===== src/rtl/riscv_wb_pkg.sv =====
// Shared constants for the RV32I writeback stage and register file.
package riscv_wb_pkg;

  localparam int XLEN  = 32;
  localparam int NREGS = 32;

  typedef enum logic [1:0] {
    REGSRC_ALU_MEM = 2'b00,
    REGSRC_LINK    = 2'b01,
    REGSRC_LUI     = 2'b10,
    REGSRC_AUIPC   = 2'b11
  } regsrc_e;

  localparam int WB_REGWRITE_BIT = 3;
  localparam int WB_MEMTOREG_BIT = 2;

endpackage


===== src/rtl/writeback_mux.sv =====
// Writeback value select: ALU/load, link (PC+4), LUI and AUIPC (PC+imm).
module writeback_mux
  import riscv_wb_pkg::*;
#(
  parameter int XLEN = riscv_wb_pkg::XLEN
) (
  input  logic [1:0]      regsrc_i,
  input  logic            memtoreg_i,
  input  logic [XLEN-1:0] read_data_i,
  input  logic [XLEN-1:0] alu_result_i,
  input  logic [XLEN-1:0] u_imm_i,
  input  logic [XLEN-1:0] pc_i,
  output logic [XLEN-1:0] wdata_o
);

  logic [XLEN-1:0] pc_plus4;
  logic [XLEN-1:0] pc_plus_imm;

  // Carries out of the top bit are dropped: addresses wrap silently.
  assign pc_plus4    = pc_i + XLEN'(4);
  assign pc_plus_imm = pc_i + u_imm_i;

  always_comb begin
    wdata_o = '0;
    case (regsrc_i)
      REGSRC_ALU_MEM: wdata_o = memtoreg_i ? read_data_i : alu_result_i;
      REGSRC_LINK:    wdata_o = pc_plus4;
      REGSRC_LUI:     wdata_o = u_imm_i;
      REGSRC_AUIPC:   wdata_o = pc_plus_imm;
      default:        wdata_o = '0;
    endcase
  end

endmodule


===== src/rtl/writeback_regfile.sv =====
// Writeback stage plus x1-x31 register file with two combinational read ports.
// Define REGFILE_BYPASS_EN for write-first reads; default build is read-first.
module writeback_regfile
  import riscv_wb_pkg::*;
#(
  parameter int XLEN  = riscv_wb_pkg::XLEN,
  parameter int NREGS = riscv_wb_pkg::NREGS
) (
  input  logic            CLK,
  input  logic            RESET,
  input  logic [4:0]      WB_control,
  input  logic [4:0]      RegDst,
  input  logic [XLEN-1:0] ReadData,
  input  logic [XLEN-1:0] ALUResult,
  input  logic [XLEN-1:0] U_type_immediate,
  input  logic [XLEN-1:0] PC,
  input  logic [4:0]      ReadReg1,
  input  logic [4:0]      ReadReg2,
  output logic [XLEN-1:0] ReadData1,
  output logic [XLEN-1:0] ReadData2,
  output logic            WB_RegWrite,
  output logic [4:0]      WB_RegDst,
  output logic [XLEN-1:0] WB_WriteData
);

  logic [XLEN-1:0] regs_q [1:NREGS-1];
  logic            unused_wb_ctrl;

  assign unused_wb_ctrl = WB_control[4];

  writeback_mux #(.XLEN(XLEN)) u_wb_mux (
    .regsrc_i     (WB_control[1:0]),
    .memtoreg_i   (WB_control[WB_MEMTOREG_BIT]),
    .read_data_i  (ReadData),
    .alu_result_i (ALUResult),
    .u_imm_i      (U_type_immediate),
    .pc_i         (PC),
    .wdata_o      (WB_WriteData)
  );

  assign WB_RegWrite = WB_control[WB_REGWRITE_BIT] && (RegDst != '0);
  assign WB_RegDst   = RegDst;

  // x0 has no storage; each remaining register clears asynchronously.
  for (genvar g = 1; g < NREGS; g++) begin : g_reg
    always_ff @(posedge CLK or negedge RESET) begin
      if (!RESET)
        regs_q[g] <= '0;
      else if (WB_RegWrite && (RegDst == 5'(g)))
        regs_q[g] <= WB_WriteData;
    end
  end

  always_comb begin
    ReadData1 = '0;
    if ((ReadReg1 != '0) && (int'(ReadReg1) < NREGS))
      ReadData1 = regs_q[ReadReg1];
`ifdef REGFILE_BYPASS_EN
    if (RESET && WB_RegWrite && (ReadReg1 == RegDst))
      ReadData1 = WB_WriteData;
`endif
  end

  always_comb begin
    ReadData2 = '0;
    if ((ReadReg2 != '0) && (int'(ReadReg2) < NREGS))
      ReadData2 = regs_q[ReadReg2];
`ifdef REGFILE_BYPASS_EN
    if (RESET && WB_RegWrite && (ReadReg2 == RegDst))
      ReadData2 = WB_WriteData;
`endif
  end

endmodule


===== config.mk =====
export PLATFORM = sky130hd
export DESIGN_NAME = writeback_regfile
export DESIGN_NICKNAME = d
export VERILOG_FILES = /design/src/rtl/riscv_wb_pkg.sv /design/src/rtl/writeback_mux.sv /design/src/rtl/writeback_regfile.sv
export SDC_FILE = /design/constraint.sdc
export NUM_CORES = 2
export LEC_CHECK = 0
export CAP_MARGIN = 20
export CORE_MARGIN = 2
export CORE_UTILIZATION = 61
export DETAILED_ROUTE_END_ITERATION = 16
export PLACE_DENSITY = 0.8
export SLEW_MARGIN = 40
export SYNTH_ARGS = -nofsm -noshare
export SYNTH_HDL_FRONTEND = slang
export SYNTH_SLANG_ARGS = --single-unit

===== constraint.sdc =====
create_clock -name CLK -period 7.75 [get_ports CLK]
set_clock_uncertainty 0.1 [all_clocks]
set_input_delay 2.325 -clock CLK [delete_from_list [all_inputs] [get_ports CLK]]
set_output_delay 2.325 -clock CLK [all_outputs]
set_load 0.01 [all_outputs]

Word-level counts from Yosys, hierarchy flattened
Index checks and enable logic that the tools add are counted.

operators by class
  bitwise operators = 2
  $add $sub $neg = 2
  reductions and logical operators = 36
  eq/ne operators = 34
  multiplexer cells = 10
  order comparisons = 2

operators with widths
  operator                 number
  $bmux W32 S5             2
  $mux W32                 7
  $pmux W32 S4             1
  $eq A5 B5 Y1 const B     16
  $eq A5 B4 Y1 const B     8
  $add A32 B3 Y32 const B  1
  $add A32 B32 Y32         1
  $logic_and A1 B1 Y1      32
  $eq A5 B3 Y1 const B     4
  $reduce_bool A5 Y1       3
  $ge A6 B6 Y1 const B     2
  $not A5 Y6               2
  $eq A5 B2 Y1 const B     2
  $eq A5 B1 Y1 const B     1
  $eq A2 B2 Y1 const B     2
  $eq A2 B1 Y1 const B     1
  $logic_not A2 Y1         1

word-level totals
  output and inout port bits = 102
  register bits = 992
  logic and storage cells = 117
  input bits = 150

Longest topological paths before layout
  depth after elaboration = 5
  mapped depth = 11

By module
From an unflattened synthesis, not the netlist that was laid out.

second synthesis, totals
  cell total of the unflattened synthesis = 4,104
  area total of the unflattened synthesis = 57,008.4 µm²

modules (own cells, without submodules)
  module             sequential area each (µm²)  cells each  times used  area each (µm²)
  writeback_regfile  24,823.8                    3,640       1           53,558.9
  writeback_mux      0.0                         464         1           3,449.6

Worst setup path before layout
No wires, ideal clock.

  path kind = input-to-output
  from = input U_type_immediate[0]
  to = output WB_WriteData[30]
  slack = 478 ps
  arrival = 4,847 ps
  required time = 5,325 ps
  stages on the path = 11
  cell sequence = ha_1 -> fa_1 -> a211oi_2 -> o211ai_1 -> and4_1 -> buf_6 -> o21a_4 -> o211a_1 -> o41ai_4 -> buf_6 -> nand2_1

between the ends
  cells in the longest elaborated chain, start to end = 2

RTL lines
  what                line                     source
  start: declaration  writeback_regfile.sv:15  input logic [XLEN-1:0] U_type_immediate,
  $add A32 B32 Y32    writeback_mux.sv:21      assign pc_plus_imm = pc_i + u_imm_i;
  $pmux W32 S4        writeback_mux.sv:25      case (regsrc_i)
  end: declaration    writeback_regfile.sv:23  output logic [XLEN-1:0] WB_WriteData

No other way between the ends.

Final worst setup path
  from = input PC[17]
  to = output WB_WriteData[31]

between the ends
  cells in the longest elaborated chain, start to end = 2
  elaborated cells on any way between the ends = 3
  those cells by class = add/sub: 2; mux: 1

RTL lines
  what                                                 line                                      source
  start: declaration                                   writeback_regfile.sv:16                   input logic [XLEN-1:0] PC,
  $add A32 B32 Y32 or $add A32 B3 Y32 (tied branches)  writeback_mux.sv:21, writeback_mux.sv:20
  $pmux W32 S4 *                                       writeback_mux.sv:25

Mark *: on every way between the ends. The rest lies on a longest branch, timed or not.

==> run metrics <==
largest net degree at the start of global routing=between 150 and 200; Async SR Flop Fraction=between 90% and 100%; Chip Height=slightly above 300 um; num rows=110; CORE AREA=0.0901 mm2; Synth cell types=a little over 70; Area Overhead vs Synth=16.7%; Worst Tran Pin Value=around 1 ns; Finished Layout Cells=about 6300; Worst-path clk slew=~0.060 ns; startpoint types=input pin; Synth Cell Area=roughly 0.056 mm2; Gate Count Post-Synth=4913; FF+latch count, synth=992; max FFs per register=992; Detail Placement HPWL=115000 um; routability congestion estimate=approximately 0.96; wire per inst=around 29 um; fmax=~130 MHz; Post-Synth XOR/XNOR Area=0.567%; Via Count=between 40000 and 50000; worst vdd ir=between 0.0002 and 0.00025 V; IO Count=252; Simple-Gate Fraction of Synth Area=under 10%; Compound-Gate Fraction of Synth Area=between 10 and 15%; vias in the first global route=approximately 47000; number of enable flip-flop cells after synthesis=0; drt first-iter violations=approximately 6500; period utilization=roughly 100%; Initial Util=a little over 60%; Root Driver=clkbuf_16; CTS Sinks=around 990; yosys warns=0; DRT Wirelength=around 190000 um; global-route usage over all layers=between 40% and 50%; first-pass GRT wire length=281000 um; crit path DAT=about 5.3 ns; die area=just over 0.09 mm2; Hold/Removal Path Class=flop to flop; adder-cell area share of the yosys netlist=less than 1%; Largest Register=regs_q; CP Data Required Time=approximately 5.3 ns; # port buffers=between 200 and 300; sequential area share after synthesis=~45%; layout cells sized above 1=a little over a quarter; initial antenna violation count=3; GRT overflow=0; Via density=7.25; Hold-fix buffers, CTS=0; top flop regs=regs_q x992; Setup-failing EPs final=0; pre-CTS setup slack=-0.608 ns; Max-Cap Viols=0; CTS tree=done; Final Hold Viols=0; crit-path max FO=4; final slew viol count=0; CTS Buf Count=100; fin nets=5246; PwrDens=~260 mW/mm2; CP endpoint kind=output port; DRC Markers=0; syn_nets=roughly 5100; Avg Cell Area, Syn=roughly 11 um2; Main synth FF type=dfrtp_1; leak pwr=27.4 nW; worst setup margin=0.0258 ns; post-route ant nets=0; Tmin final=7.72 ns; Max H-tree Level=3; outcome=completed; placed cells=~6100; critical path type=input pin to output port; DIE WIDTH=306 um; unrepaired setup endpoints after global routing=yes; post-synthesis mux area share=roughly 28%; Rel. slew slack=between 30% and 40%; Clock Latency Late Sink=0.67 ns; drt first pass iters=7; Clock Tree Buf Depth=3; largest family of logic cells by synthesized area=multiplexers
kinds of logic after synthesis:
group                      after synthesis
and+or+nand+nor                       1242
AOI/OAI and AO/OA                     1220
DFF                                    992
muxes                                  838
buffers and inverters                  552
xor gates and xnor gates                36
adders and majority gates               33
final timing paths:
check	startpoint	endpoint	slack (ns)	depth (start not counted)
max	PC[17]	WB_WriteData[31]	0.03	11
min	regs_q[771]$_DFFE_PN0P_	regs_q[771]$_DFFE_PN0P_	0.40	2
max reg2reg	regs_q[122]$_DFFE_PN0P_	regs_q[122]$_DFFE_PN0P_	6.80	2
min reg2reg	regs_q[771]$_DFFE_PN0P_	regs_q[771]$_DFFE_PN0P_	0.40	2
max in group asynchronous	RESET	regs_q[221]$_DFFE_PN0P_	4.57	3
min in group asynchronous	RESET	regs_q[239]$_DFFE_PN0P_	1.52	1
layout make-up:
| class | instances | area (um2) |
|---|---|---|
| fill | 5732 | 25300 |
| tap | 1176 | 1470 |
| clock buffer | 153 | 3040 |
| clock inverter | 34 | 470 |
| antenna | 1 | 2.50 |
| sequential | 992 | 24800 |
| multi-input combinational | 3369 | 29200 |
| inverter | 38 | 145 |
| timing repair buffer | 562 | 5710 |
critical path, cell delays in order:
cell and delay, ns:
clkdlybuf4s50_1 0.50, ha_1 0.39, nand4_1 0.26, nor2_2 0.18, and4_1 0.28, nor2_2 0.08
a211oi_1 0.39, buf_4 0.19, o21ai_2 0.06, nand3_1 0.07, clkdlybuf4s50_1 0.57
timing repair:
item / 4_1_cts / 5_1_grt
setup buffers: 4 / 1
setup endpoints to repair: 17 / 22
resized for setup: 57 / 25
pin swaps: 16 / 10
per-stage QoR:
step / power [mW] / utilization, % / hold slack (ns) / instance area, um2 / setup TNS [ns]
5_1_grt: 17.5 / 72.0 / 0.417 / 64900 / -0.150
3_5_place_dp: 11.5 / 67.6 / 0.384 / 61000 / -4.46
2_1_floorplan: 9.82 / - / 0.359 / 55600 / 0
4_1_cts: 16.7 / 71.6 / 0.399 / 64600 / -0.0354
3_3_place_gp: 11.2 / 67.5 / 0.373 / 60900 / -4.19
6_report: 16.9 / 72.0 / 0.397 / 64900 / 0
cells in the final DEF (no fill, tap or decap), types with 63 or more instances in the layout:
master / Yosys / final
a21oi_1: 129 / 122
a22o_1: 66 / 66
o31ai_1: 63 / 63
o21ai_0: 772 / 763
clkdlybuf4s50_1: 0 / 217
clkbuf_16: 0 / 104
mux2i_1: 98 / 96
mux4_2: 578 / 578
nand2_1: 862 / 840
dfrtp_1: 992 / 992
mux2_2: 162 / 162
nor2_1: 229 / 211
a31oi_1: 66 / 64
buf_4: 11 / 244
metal layers:
metal / track usage, % / vias to the layer above / part of all wire (%)
li1: - / 18500 / -
met3: 11.9 / 926 / 13
met2: 60.3 / 3504 / 45
met4: 26.1 / 6 / 7.6
met1: 51.4 / 22900 / 34
met5: 0 / - / 0.018
cells in the mapped netlist, types with 4 or more instances:
cell,number,area (um2)
o22ai_1,4,25.0
o211a_1,6,60.1
o31ai_1,63,473
ha_1,32,400
nand4_1,15,93.8
a21oi_1,129,646
xor2_1,17,149
buf_4,11,82.6
and3_1,17,106
a31oi_1,66,413
a211o_1,4,35.0
mux2i_1,98,981
nand2b_1,6,37.5
or3_1,6,37.5
nand3_1,36,180
and4_1,9,78.8
nor2b_1,11,68.8
mux2_2,162,1820
o21a_1,6,45.0
dfrtp_1,992,24800
nor3_1,26,130
a21o_1,4,30.0
nand2_1,862,3240
a22o_1,66,578
a211oi_1,12,90.1
buf_1,49,184
o211ai_1,9,67.6
o21ai_0,772,3860
clkbuf_1,425,1600
xnor2_1,19,166
a41oi_1,34,298
inv_1,37,139
nor4_1,5,31.3
o21ai_1,9,45.0
buf_2,25,125
mux4_2,578,13000
and2_1,7,43.8
nor2_1,229,860
a22oi_1,4,30.0
o21bai_1,6,45.0
buf_6,4,45.0
where the power goes:
group | total, mW | internal (mW) | switching, mW | leakage [nW]
Clock | 5.18 | 3.04 | 2.14 | 1.73
Combinational | 4.45 | 2.35 | 2.10 | 12.9
Sequential | 7.23 | 6.31 | 0.927 | 12.8
No activity file was read; power rests on OpenSTA's default activity.
